File: src/rtl/cpu_types_pkg.sv
// Shared CPU datapath types: machine word and the fetch-stage state encoding.
package cpu_types_pkg;

  typedef logic [31:0] word_t;

  typedef enum logic [1:0] {
    FETCH  = 2'd0,
    HOLD   = 2'd1,
    HALTED = 2'd2
  } fetch_state_t;

endpackage

File: src/rtl/if_id_reg.sv
// IF/ID pipeline latch feeding decode; clear wins over load, otherwise holds.
module if_id_reg
  import cpu_types_pkg::*;
(
  input  logic  clk,
  input  logic  rst,
  input  logic  i_load,
  input  logic  i_clear,
  input  word_t i_instru,
  input  word_t i_npc,
  output word_t o_instru,
  output word_t o_npc,
  output logic  o_deen
);

  word_t r_instru;
  word_t r_npc;
  logic  r_deen;

  always_ff @(posedge clk) begin
    if (rst) begin
      r_instru <= '0;
      r_npc    <= '0;
      r_deen   <= 1'b0;
    end else if (i_clear) begin
      // nPC is left alone: with deen=0 decode ignores it
      r_instru <= '0;
      r_deen   <= 1'b0;
    end else if (i_load) begin
      r_instru <= i_instru;
      r_npc    <= i_npc;
      r_deen   <= 1'b1;
    end
  end

  assign o_instru = r_instru;
  assign o_npc    = r_npc;
  assign o_deen   = r_deen;

endmodule

File: src/rtl/fetch_stage.sv
// Instruction fetch: owns the PC, issues icache reads and drives the IF/ID latch,
// with a one-entry hold buffer for an instruction that returns during a stall.
//
// state  | meaning
// FETCH  | requesting from icache, latch updated from ihit
// HOLD   | one instruction buffered, waiting for stall to drop
// HALTED | fetch stopped until reset
module fetch_stage
  import cpu_types_pkg::*;
#(
  parameter word_t       PC_INIT = 32'h0000_0000,
  parameter int unsigned PC_INC  = 4
) (
  input  logic  CLK,
  input  logic  RST,
  input  logic  ihit,
  input  word_t iload,
  output logic  iREN,
  output word_t iaddr,
  input  logic  stall,
  input  logic  redirect,
  input  word_t redirect_pc,
  input  logic  halt,
  output word_t instru,
  output word_t nPC,
  output logic  deen,
  output logic  halted
);

  localparam word_t PC_STEP = PC_INC[31:0];

  fetch_state_t r_state;
  fetch_state_t w_next_state;
  word_t        r_pc;
  word_t        r_buf;
  word_t        r_bufpc;
  word_t        w_next_pc;
  word_t        w_pc_inc;
  word_t        w_lat_instr;
  word_t        w_lat_npc;
  logic         w_lat_load;
  logic         w_lat_clear;
  logic         w_buf_load;

  assign w_pc_inc = r_pc + PC_STEP;

  always_comb begin
    w_next_state = r_state;
    w_next_pc    = r_pc;
    w_lat_instr  = iload;
    w_lat_npc    = w_pc_inc;
    w_lat_load   = 1'b0;
    w_lat_clear  = 1'b0;
    w_buf_load   = 1'b0;
    if (r_state != HALTED) begin
      if (redirect) begin
        w_next_pc    = redirect_pc;
        w_lat_clear  = 1'b1;
        w_next_state = FETCH;
      end else if (halt) begin
        w_lat_clear  = 1'b1;
        w_next_state = HALTED;
      end else begin
        case (r_state)
          FETCH: begin
            if (ihit && stall) begin
              w_buf_load   = 1'b1;
              w_next_pc    = w_pc_inc;
              w_next_state = HOLD;
            end else if (ihit) begin
              w_lat_load = 1'b1;
              w_next_pc  = w_pc_inc;
            end else if (!stall) begin
              w_lat_clear = 1'b1;
            end
          end
          HOLD: begin
            if (!stall) begin
              w_lat_instr  = r_buf;
              w_lat_npc    = r_bufpc;
              w_lat_load   = 1'b1;
              w_next_state = FETCH;
            end
          end
          default: w_next_state = HALTED;
        endcase
      end
    end
  end

  always_ff @(posedge CLK) begin
    if (RST) begin
      r_state <= FETCH;
      r_pc    <= PC_INIT;
      r_buf   <= '0;
      r_bufpc <= '0;
    end else begin
      r_state <= w_next_state;
      r_pc    <= w_next_pc;
      if (w_buf_load) begin
        r_buf   <= iload;
        r_bufpc <= w_pc_inc;
      end
    end
  end

  if_id_reg u_if_id (
    .clk      (CLK),
    .rst      (RST),
    .i_load   (w_lat_load),
    .i_clear  (w_lat_clear),
    .i_instru (w_lat_instr),
    .i_npc    (w_lat_npc),
    .o_instru (instru),
    .o_npc    (nPC),
    .o_deen   (deen)
  );

  assign iREN   = (r_state == FETCH) && !RST;
  assign iaddr  = r_pc;
  assign halted = (r_state == HALTED);

endmodule
File: config.mk
export PLATFORM = sky130hd
export DESIGN_NAME = fetch_stage
export DESIGN_NICKNAME = d
export VERILOG_FILES = /design/src/rtl/cpu_types_pkg.sv /design/src/rtl/if_id_reg.sv /design/src/rtl/fetch_stage.sv
export SDC_FILE = /design/constraint.sdc
export NUM_CORES = 1
export LEC_CHECK = 0
export ABC_AREA = 1
export CAP_MARGIN = 20
export CORE_MARGIN = 2
export CORE_UTILIZATION = 45
export DETAILED_ROUTE_END_ITERATION = 16
export GPL_TIMING_DRIVEN = 1
export PLACE_DENSITY_LB_ADDON = 0.1
export SYNTH_ARGS = -nofsm -noshare
export SYNTH_HDL_FRONTEND = slang
export SYNTH_HIERARCHICAL = 1
export SYNTH_SLANG_ARGS = --single-unit
File: constraint.sdc
create_clock -name CLK -period 2.46 [get_ports CLK]
set_input_delay 0.246 -clock CLK [delete_from_list [all_inputs] [get_ports CLK]]
set_output_delay 0.246 -clock CLK [all_outputs]
set_load 0.1 [all_outputs]
==> results of run 1 <==
[synthesized netlist by cell type (all sizes together), types with 5 or more instances]
cell type | count | area share (%)
a21oi | 157 | 10
nor2 | 124 | 6.1
xnor2 | 7 | 0.78
buf | 31 | 3.0
o21ai | 162 | 10
inv | 154 | 7.4
nand3b | 5 | 0.48
clkbuf | 43 | 2.1
nand2 | 280 | 14
dfxtp | 163 | 42
xor2 | 8 | 0.89
nand3 | 46 | 2.9
[cell type report]
type	count	share of cell area, %
multi-input cells	796	35.9
flip-flops and latches	163	32.5
repair buffers	197	17.2
inverters	154	5.76
clock buffers	21	4.68
well taps	225	2.80
clock inverters	11	1.20
[kinds of logic after synthesis]
group                      count (synthesis)  synth area share [%]
AOI/OAI and AO/OA                        322                  20.7
xor gates and xnor gates                  15                  1.68
adders and majority gates                  1                 0.160
buffers and inverters                    228                  12.4
DFF                                      163                  41.6
and+or+nand+nor                          458                  23.4
[routing by layer]
| layer | global-route usage, % | up-vias | wire [um] |
|---|---|---|---|
| met1 | 34.0 | 3375 | 10500 |
| met5 | 0 | - | 0 |
| met3 | 4.77 | 20 | 1240 |
| met2 | 33.6 | 188 | 9080 |
| met4 | 5.61 | 0 | 274 |
| li1 | - | 4042 | - |
[flip-flops by register name (all words and copies together) (netlist names)]
| signal | flops |
|---|---|
| iaddr | 32 |
| r_buf | 32 |
| r_bufpc | 32 |
| u_if_id/o_instru | 32 |
| u_if_id/o_npc | 32 |
| r_state | 2 |
| u_if_id/o_deen | 1 |
[per-stage QoR]
step	setup slack (ps)	hold WS (ps)	total power, W	std cells	util (%)
after floorplan	145	401	0.00387	1187	-
after global placement	327	436	0.00428	1535	55.1
after detailed placement	318	440	0.00428	1535	55.1
after CTS	398	404	0.00691	1567	58.5
after global routing	106	463	0.00717	1567	58.5
final	369	413	0.00686	1567	58.5
[final timing paths]
path	from	to	slack, ps	cells after the start
worst min-delay path	redirect_pc[3]	iaddr[3]$_SDFFE_PP0P_	410	3
worst min register to register	r_buf[8]$_SDFFE_PP0P_	r_buf[8]$_SDFFE_PP0P_	450	2
worst max-delay path	iaddr[7]$_SDFFE_PP0P_	u_if_id/o_npc[30]$_SDFFE_PP0P_	370	13
worst max register to register	iaddr[7]$_SDFFE_PP0P_	u_if_id/o_npc[30]$_SDFFE_PP0P_	370	13
[report_power, final]
group          internal, W  switching [W]  leakage, nW
Sequential         0.00275       0.000106         1.33
Combinational     0.000397       0.000986         2.64
Clock              0.00150        0.00113        0.284
Total              0.00464        0.00222         4.25
[critical path, cell delays in order, from the launching register on]
cell	delay, ps
dfxtp_1	470
nand2_1	120
nor2_1	180
nand2_1	70
nor2_1	400
nand2_1	110
nand2_1	70
nand2_1	130
nand2_1	90
o21ai_0	110
inv_1	80
nand3_1	60
nand2_1	70
nor2_1	40
==> out/metrics.cfg, run 1 <==
[sta]
finalCritPeriodShare_pct = 85.0
rsz0062_at_grt = false
period_minus_slack_ps = 2090
setup_viol = 0
finClkSkew_ps = 9.58
fin_tns_setup_ps = 0
hold_viol = 0
worst_pin_slew_ps = 963
slew_violations = 0
slew_headroom_pct = 35.7
max_freq_ghz = 0.478

[synth]
synthArstFlopShare_pct = 0
ys_seq_area_share_pct = 41.6
synth_flop_cell = dfxtp_1
synth_seq_cells = 163
synth_cell_type_count = 27
synth-edff-count = 0
syn_area_sq_um = 7840
yosysWarnings = 6
syn_nets = 1258
syn_avg_cell_area_sq_um = 6.60
netlist_instances = 1187

[grt]
grt_pass1_wl_um = 33600
grt_max_degree = 69
antenna_found_initial = 0
grt_usage_pct = 22.8
grt_pass1_vias = 6504
grt.overflow.total = 0

[layout]
regArea_sq_um = 3270
final_area_sq_um = 10000
mostFrequentLayoutCells = nand2_1, dfxtp_1, a21oi_1
syn_to_final_growth_pct = 28.2
drive_gt1_share_pct = 12.6
antenna_cells = 0
n_fill_cell = 1748
nets = 1400
final_common_cell = nand2_1
multi_input_area_sq_um = 3610

[detailed_routing]
routed_wl_um = 21100
postRouteAntennaNets = 0
drt-wirelength-per-cell_um = 13.5
drtIter0Drc = 530
drcViolationCount = 0
vias = 7625
firstDrtPassIters = 5
avgViaCountPerCell = 4.87

[clock_tree]
postCtsHoldBufs = 0
cts_resized = 0
htreeDepth = 4
root_buffer = clkbuf_16
postCtsSetupRepairBufs = 0
cts_max_path_buffers = 2
cts_sinks = 163
cts_made_buffers = 17
clk_pin_slew_ps = 70
cts_tree = done
insertion_delay_ps = 430

[floorplanning]
start_util_pct = 45.6
fp.coreArea_sq_um = 17200
rows = 48
num_io_pins = 169
dieHeight_um = 136
die_w_um = 136
die_area_sq_um = 18500

[place]
post-dp-hpwl_um = 14900
io_buffers = 168
gp_congestion = 0.922
place_area_sq_um = 9460

[run_status]
status = finished, final reports clean

[power_and_ir_drop]
ir_worst_vdd_mv = 0.483
power_density_nw_per_um2 = 683
total_leakage_power_nw = 4.25

[hold_path]
hold_class = in -> reg

[setup_path]
worstPathRequired_ps = 2780
crit_type = reg -> reg
endpoint_kind = flip-flop
startpoint_type = flip-flop
worstPathArrival_ps = 2410
worstPathMaxFanout = 5

[flow_run]
drv_cap = 0

Note: power is estimated with default switching activity, not from simulation.
==> run 2, diff against run 1 <==
--- a/config.mk
+++ b/config.mk
@@ -7,11 +7,11 @@
 export LEC_CHECK = 0
 export ABC_AREA = 1
 export CAP_MARGIN = 20
-export CORE_MARGIN = 2
 export CORE_UTILIZATION = 45
 export DETAILED_ROUTE_END_ITERATION = 16
 export GPL_TIMING_DRIVEN = 1
 export PLACE_DENSITY_LB_ADDON = 0.1
+export SLEW_MARGIN = 10
 export SYNTH_ARGS = -nofsm -noshare
 export SYNTH_HDL_FRONTEND = slang
 export SYNTH_HIERARCHICAL = 1
==> out/metrics.cfg, run 2 (same netlist as run 1, synthesis figures left out) <==
[run_status]
status = finished, final reports clean

[grt]
grt_pass1_wl_um = 34600  ; +2.9%
grt.overflow.total = 0  ; unchanged
grt_pass1_vias = 6719  ; +3.3%
grt_usage_pct = 24.2  ; +1.4 points
grt_max_degree = 81  ; +17%
antenna_found_initial = 0  ; unchanged

[layout]
antenna_cells = 0  ; unchanged
drive_gt1_share_pct = 12.7  ; +0.13 points
nets = 1402  ; +0.14%
mostFrequentLayoutCells = nand2_1, dfxtp_1, a21oi_1
syn_to_final_growth_pct = 28.2  ; about the same
final_common_cell = nand2_1

[power_and_ir_drop]
combPwrFrac_pct = 20.1  ; about the same
total_leakage_power_nw = 4.25  ; about the same
power_switching_w = 0.00224  ; +0.89%
p_sw_share_pct = 32.2  ; -0.14 points
clkPwrFrac_pct = 38.9  ; +0.6 points
seqPwrFrac_pct = 41.0  ; -0.6 points
power.internal_w = 0.00471  ; +1.5%
power_density_nw_per_um2 = 692  ; +1.4%
ir_worst_vdd_mv = 0.526  ; +8.7%

[detailed_routing]
postRouteAntennaNets = 0  ; unchanged
routed_wl_um = 21400  ; +1.3%
firstDrtPassIters = 5  ; unchanged
drtIter0Drc = 501  ; -5.5%
avgViaCountPerCell = 4.95  ; +1.7%
drt-wirelength-per-cell_um = 13.7  ; +1.5%
vias = 7741  ; +1.5%
drcViolationCount = 0  ; unchanged

[floorplanning]
rows = 47  ; -2.1%
die_area_sq_um = 17900  ; -2.9%
fp.coreArea_sq_um = 16800  ; -2.1%
dieHeight_um = 134  ; -1.5%
start_util_pct = 46.6  ; +0.97 points
num_io_pins = 169  ; unchanged
die_w_um = 134  ; -1.5%

[flow_run]
drv_cap = 0  ; unchanged

[sta]
period_minus_slack_ps = 2100  ; +9.29 ps
finClkSkew_ps = 8.19  ; -1.39 ps
worst_pin_slew_ps = 618  ; -346 ps
rsz0062_at_grt = false
fin_ws_ps = 359  ; -9.29 ps
fin_tns_setup_ps = 0  ; unchanged
slew_headroom_pct = 58.8  ; +23 points
setup_viol = 0  ; unchanged
max_freq_ghz = 0.476  ; -0.44%
finalCritPeriodShare_pct = 85.4  ; +0.38 points
slew_violations = 0  ; unchanged
hold_viol = 0  ; unchanged

[hold_path]
hold_class = in -> reg
holdCritStartpoint = redirect_pc[3]

[setup_path]
crit_slowest_cell = dfxtp_1
path_cells = nand2_1 -> nor2_1 -> nand2_1 -> nor2_1 -> nand2_1 -> nand2_1 -> nand2_1 -> nand2_1 -> o21ai_0 -> inv_1 -> nand3_1 -> nand2_1 -> nor2_1
critPathMostFrequentCell = nand2_1
critPathLaunch = iaddr[8]$_SDFFE_PP0P_
endpoint_kind = flip-flop
worstPathMaxFanout = 5  ; unchanged
path_delay_family = simple AND/OR/NAND/NOR gates
worstPathRequired_ps = 2780  ; about the same
startpoint_type = flip-flop
crit_type = reg -> reg
max_stage_delay_ps = 470  ; about the same
r2r_start = iaddr[8]$_SDFFE_PP0P_
crit_buf_inv = 1  ; unchanged
worstPathArrival_ps = 2420  ; about the same

[place]
pre_cts_slack_ps = 310  ; -7.98 ps
post-dp-hpwl_um = 15000  ; +0.98%
gp_congestion = 0.922  ; about the same
io_buffers = 168  ; unchanged

[clock_tree]
root_buffer = clkbuf_16
clk_pin_slew_ps = 60  ; about the same
cts_made_buffers = 17  ; unchanged
htreeDepth = 4  ; unchanged
cts_resized = 0  ; unchanged
cts_sinks = 163  ; unchanged
cts_max_path_buffers = 2  ; unchanged
postCtsHoldBufs = 0  ; unchanged
cts_tree = done
insertion_delay_ps = 430  ; about the same
postCtsSetupRepairBufs = 0  ; unchanged

-- run 2: cell count changes in the layout (fill, tap and decap cells not counted), sizes merged --
cell / delta
buf: +2
clkinv: -2
clkinvlp: +2
bufinv: +1
clkbuf: -1
-- run 2: metrics by stage --
step	hold WS (ps)	total power, W	instances	util, %	area, sq um
2_1_floorplan	401	0.00387	1187	-	7840
3_3_place_gp	432	0.00429	1532	56.1	9440
3_5_place_dp	438	0.00429	1532	56.1	9440
4_1_cts	396	0.00699	1564	59.7	10000
5_1_grt	427	0.00723	1564	59.7	10000
6_report	405	0.00695	1564	59.7	10000
-- run 2: final timing paths --
path / endpoint / slack [ps] / cells past startpoint
worst min-delay path: iaddr[3]$_SDFFE_PP0P_ / 400 / 3
worst max-delay path: u_if_id/o_npc[22]$_SDFFE_PP0P_ / 360 / 13
worst min register to register: r_buf[23]$_SDFFE_PP0P_ / 450 / 2
worst max register to register: u_if_id/o_npc[22]$_SDFFE_PP0P_ / 360 / 13
-- run 2: area by class of cell --
class                   instances  area [sq um]
inverters                     154           579
well taps                     220           275
repair buffers                199          1720
fillers                      1691          6770
clock inverters                12           145
multi-input cells             796          3610
clock buffers                  20           457
flip-flops and latches        163          3270
-- run 2: routing by layer --
layer  part of all wire (%)  track usage [%]
met1                     50             35.6
met2                     43             36.2
met3                    5.2             3.89
met4                    1.5             7.32
met5                      0                0
-- run 2: power by group through the flow --
stage          Clock (W)  Sequential (W)  Combinational (W)
2_1_floorplan          0         0.00334           0.000533
3_3_place_gp           0         0.00291            0.00138
3_5_place_dp           0         0.00291            0.00139
4_1_cts          0.00275         0.00285            0.00139
5_1_grt          0.00286         0.00287            0.00150
6_report         0.00271         0.00285            0.00140
-- run 2: tightest hold or removal path, delay by kind of cell --
family / cells / cell delay [ps]
buffers and inverters: 1 / 410
AND/OR/NAND/NOR: 1 / 70
AO/OA/AOI/OAI: 1 / 70
==> run 3, diff against run 2 <==
--- a/config.mk
+++ b/config.mk
@@ -11,7 +11,7 @@
 export DETAILED_ROUTE_END_ITERATION = 16
 export GPL_TIMING_DRIVEN = 1
 export PLACE_DENSITY_LB_ADDON = 0.1
-export SLEW_MARGIN = 10
+export RECOVER_POWER = 25
 export SYNTH_ARGS = -nofsm -noshare
 export SYNTH_HDL_FRONTEND = slang
 export SYNTH_HIERARCHICAL = 1
==> out/metrics.cfg, run 3 (same netlist as run 1, synthesis figures left out) <==
[run_status]
status = finished, final reports clean

[layout]
nets = 1402  ; unchanged
final_common_cell = nand2_1
syn_to_final_growth_pct = 25.2
drive_gt1_share_pct = 8.11  ; -4.6 points
mostFrequentLayoutCells = nand2_1, dfxtp_1, a21oi_1
final_cells = 1564  ; unchanged
antenna_cells = 0  ; unchanged

[setup_path]
worstPathMaxFanout = 5  ; unchanged
crit_type = reg -> reg
regToRegEndpoint = u_if_id/o_npc[22]$_SDFFE_PP0P_
r2r_start = iaddr[8]$_SDFFE_PP0P_
worstRegToRegCells = 13  ; unchanged
critPathMostFrequentCell = nand2_1
max_stage_delay_ps = 460  ; about the same
worstPathRequired_ps = 2780  ; about the same
r2r_slack_ps = 350  ; about the same
path_delay_family = simple AND/OR/NAND/NOR gates
crit_slowest_cell = dfxtp_1
crit_buf_inv = 1  ; unchanged
worstPathArrival_ps = 2430  ; about the same
startpoint_type = flip-flop
path_cells = nand2_1 -> nor2_1 -> nand2_1 -> nor2_1 -> nand2_1 -> nand2_1 -> nand2_1 -> nand2_1 -> o21ai_0 -> inv_1 -> nand3_1 -> nand2_1 -> nor2_1
critPathLaunch = iaddr[8]$_SDFFE_PP0P_
endpoint_kind = flip-flop

[power_and_ir_drop]
p_sw_share_pct = 32.2  ; about the same
combPwrFrac_pct = 20.0  ; about the same
seqPwrFrac_pct = 41.1  ; about the same
clkPwrFrac_pct = 39.0  ; about the same
finalPower_w = 0.00694  ; -0.19%
power.internal_w = 0.00470  ; -0.23%
power_density_nw_per_um2 = 708  ; +2.2%
total_leakage_power_nw = 3.98  ; -6.3%
ir_worst_vdd_mv = 0.525  ; about the same
power_switching_w = 0.00224  ; -0.11%

[clock_tree]
root_buffer = clkbuf_16
postCtsSetupRepairBufs = 0  ; unchanged
cts_made_buffers = 17  ; unchanged
clk_pin_slew_ps = 60  ; about the same
postCtsHoldBufs = 0  ; unchanged
insertion_delay_ps = 430  ; about the same
cts_sinks = 163  ; unchanged
cts_max_path_buffers = 2  ; unchanged
cts_resized = 0  ; unchanged
cts_tree = done
htreeDepth = 4  ; unchanged

[floorplanning]
fp.coreArea_sq_um = 16800  ; unchanged
die_area_sq_um = 17900  ; unchanged
rows = 47  ; unchanged
dieHeight_um = 134  ; unchanged
start_util_pct = 46.6  ; unchanged
num_io_pins = 169  ; unchanged
die_w_um = 134  ; unchanged

[detailed_routing]
drcViolationCount = 0  ; unchanged
routed_wl_um = 21500  ; +0.39%
firstDrtPassIters = 6  ; +1
drtIter0Drc = 493  ; -1.6%
vias = 7749  ; +0.10%
avgViaCountPerCell = 4.95  ; +0.10%
drt-wirelength-per-cell_um = 13.7  ; +0.39%
postRouteAntennaNets = 0  ; unchanged

[sta]
setup_viol = 0  ; unchanged
fin_tns_setup_ps = 0  ; unchanged
period_minus_slack_ps = 2110  ; +11.8 ps
slew_violations = 0  ; unchanged
rsz0062_at_grt = false
finalCritPeriodShare_pct = 85.9  ; +0.48 points
hold_viol = 0  ; unchanged
finClkSkew_ps = 7.75  ; -0.447 ps
worst_pin_slew_ps = 1220  ; +604 ps
slew_headroom_pct = 18.9  ; -40 points
holdWs_ps = 406  ; +1.01 ps
max_freq_ghz = 0.473  ; -0.56%

[place]
gp_congestion = 0.922  ; unchanged
io_buffers = 168  ; unchanged
dp.cells = 1532  ; unchanged
post-dp-hpwl_um = 15000  ; unchanged

[hold_path]
hold_class = in -> reg
whs_path_depth = 3  ; unchanged
hold_end = iaddr[3]$_SDFFE_PP0P_
holdCritStartpoint = redirect_pc[3]

[grt]
grt_usage_pct = 24.2  ; unchanged
grt_pass1_vias = 6719  ; unchanged
antenna_found_initial = 0  ; unchanged
grt.overflow.total = 0  ; unchanged
grt_pass1_wl_um = 34600  ; unchanged
grt_max_degree = 81  ; unchanged

[flow_run]
drv_cap = 0  ; unchanged

## run 3: changes by cell type in the layout (fill, tap and decap cells not counted)
| cell | change |
|---|---|
| buf_4 | -63 |
| clkbuf_2 | +1 |
| or2_1 | -1 |
| dlygate4sd3_1 | +1 |
| clkdlybuf4s50_1 | -1 |
| or2_0 | +1 |
| clkbuf_1 | +62 |
## run 3: worst min-delay path: cells and delay by family
kind	cells	cell delay, ps
AND/OR/NAND/NOR	1	70
buffers and inverters	1	410
AO/OA/AOI/OAI	1	70
## run 3: through the flow
stage	utilization (%)	setup slack, ps	cell area, sq um
3_5_place_dp	56.1	310	9440
3_3_place_gp	56.1	344	9440
6_report	58.3	347	9810
4_1_cts	59.7	384	10000
2_1_floorplan	-	145	7840
5_1_grt	58.3	174	9810
## run 3: worst max path at each step
stage,end,slack [ps],cells after the start
2_1_floorplan,u_if_id/o_npc[16]$_SDFFE_PP0P_,140,10
3_3_place_gp,u_if_id/o_instru[16]$_SDFFE_PP0P_,340,7
3_5_place_dp,u_if_id/o_npc[11]$_SDFFE_PP0P_,310,9
4_1_cts,u_if_id/o_npc[22]$_SDFFE_PP0P_,380,13
5_1_grt,u_if_id/o_npc[27]$_SDFFE_PP0P_,170,7
6_report,u_if_id/o_npc[22]$_SDFFE_PP0P_,350,13
## run 3: area by class of cell
cell class	instances	area, sq um
clock buffer	20	457
multi-input combinational	796	3610
clock inverter	12	145
inverter	154	579
tap	220	275
timing repair buffer	199	1480
fill	1754	7010
sequential	163	3270
## run 3: metal layers
layer	wire length (um)	up-vias	GRT usage, %
met5	0	-	0
met4	337	0	7.32
met3	1250	29	3.89
met2	9250	241	36.2
met1	10600	3427	35.6
li1	-	4052	-
## run 3: power groups by stage
stage | clock [W] | sequential [W] | combinational, W
final | 0.00270 | 0.00285 | 0.00139
after global routing | 0.00286 | 0.00287 | 0.00149
after CTS | 0.00275 | 0.00285 | 0.00139
after detailed placement | 0 | 0.00291 | 0.00139
after global placement | 0 | 0.00291 | 0.00138
after floorplan | 0 | 0.00334 | 0.000533
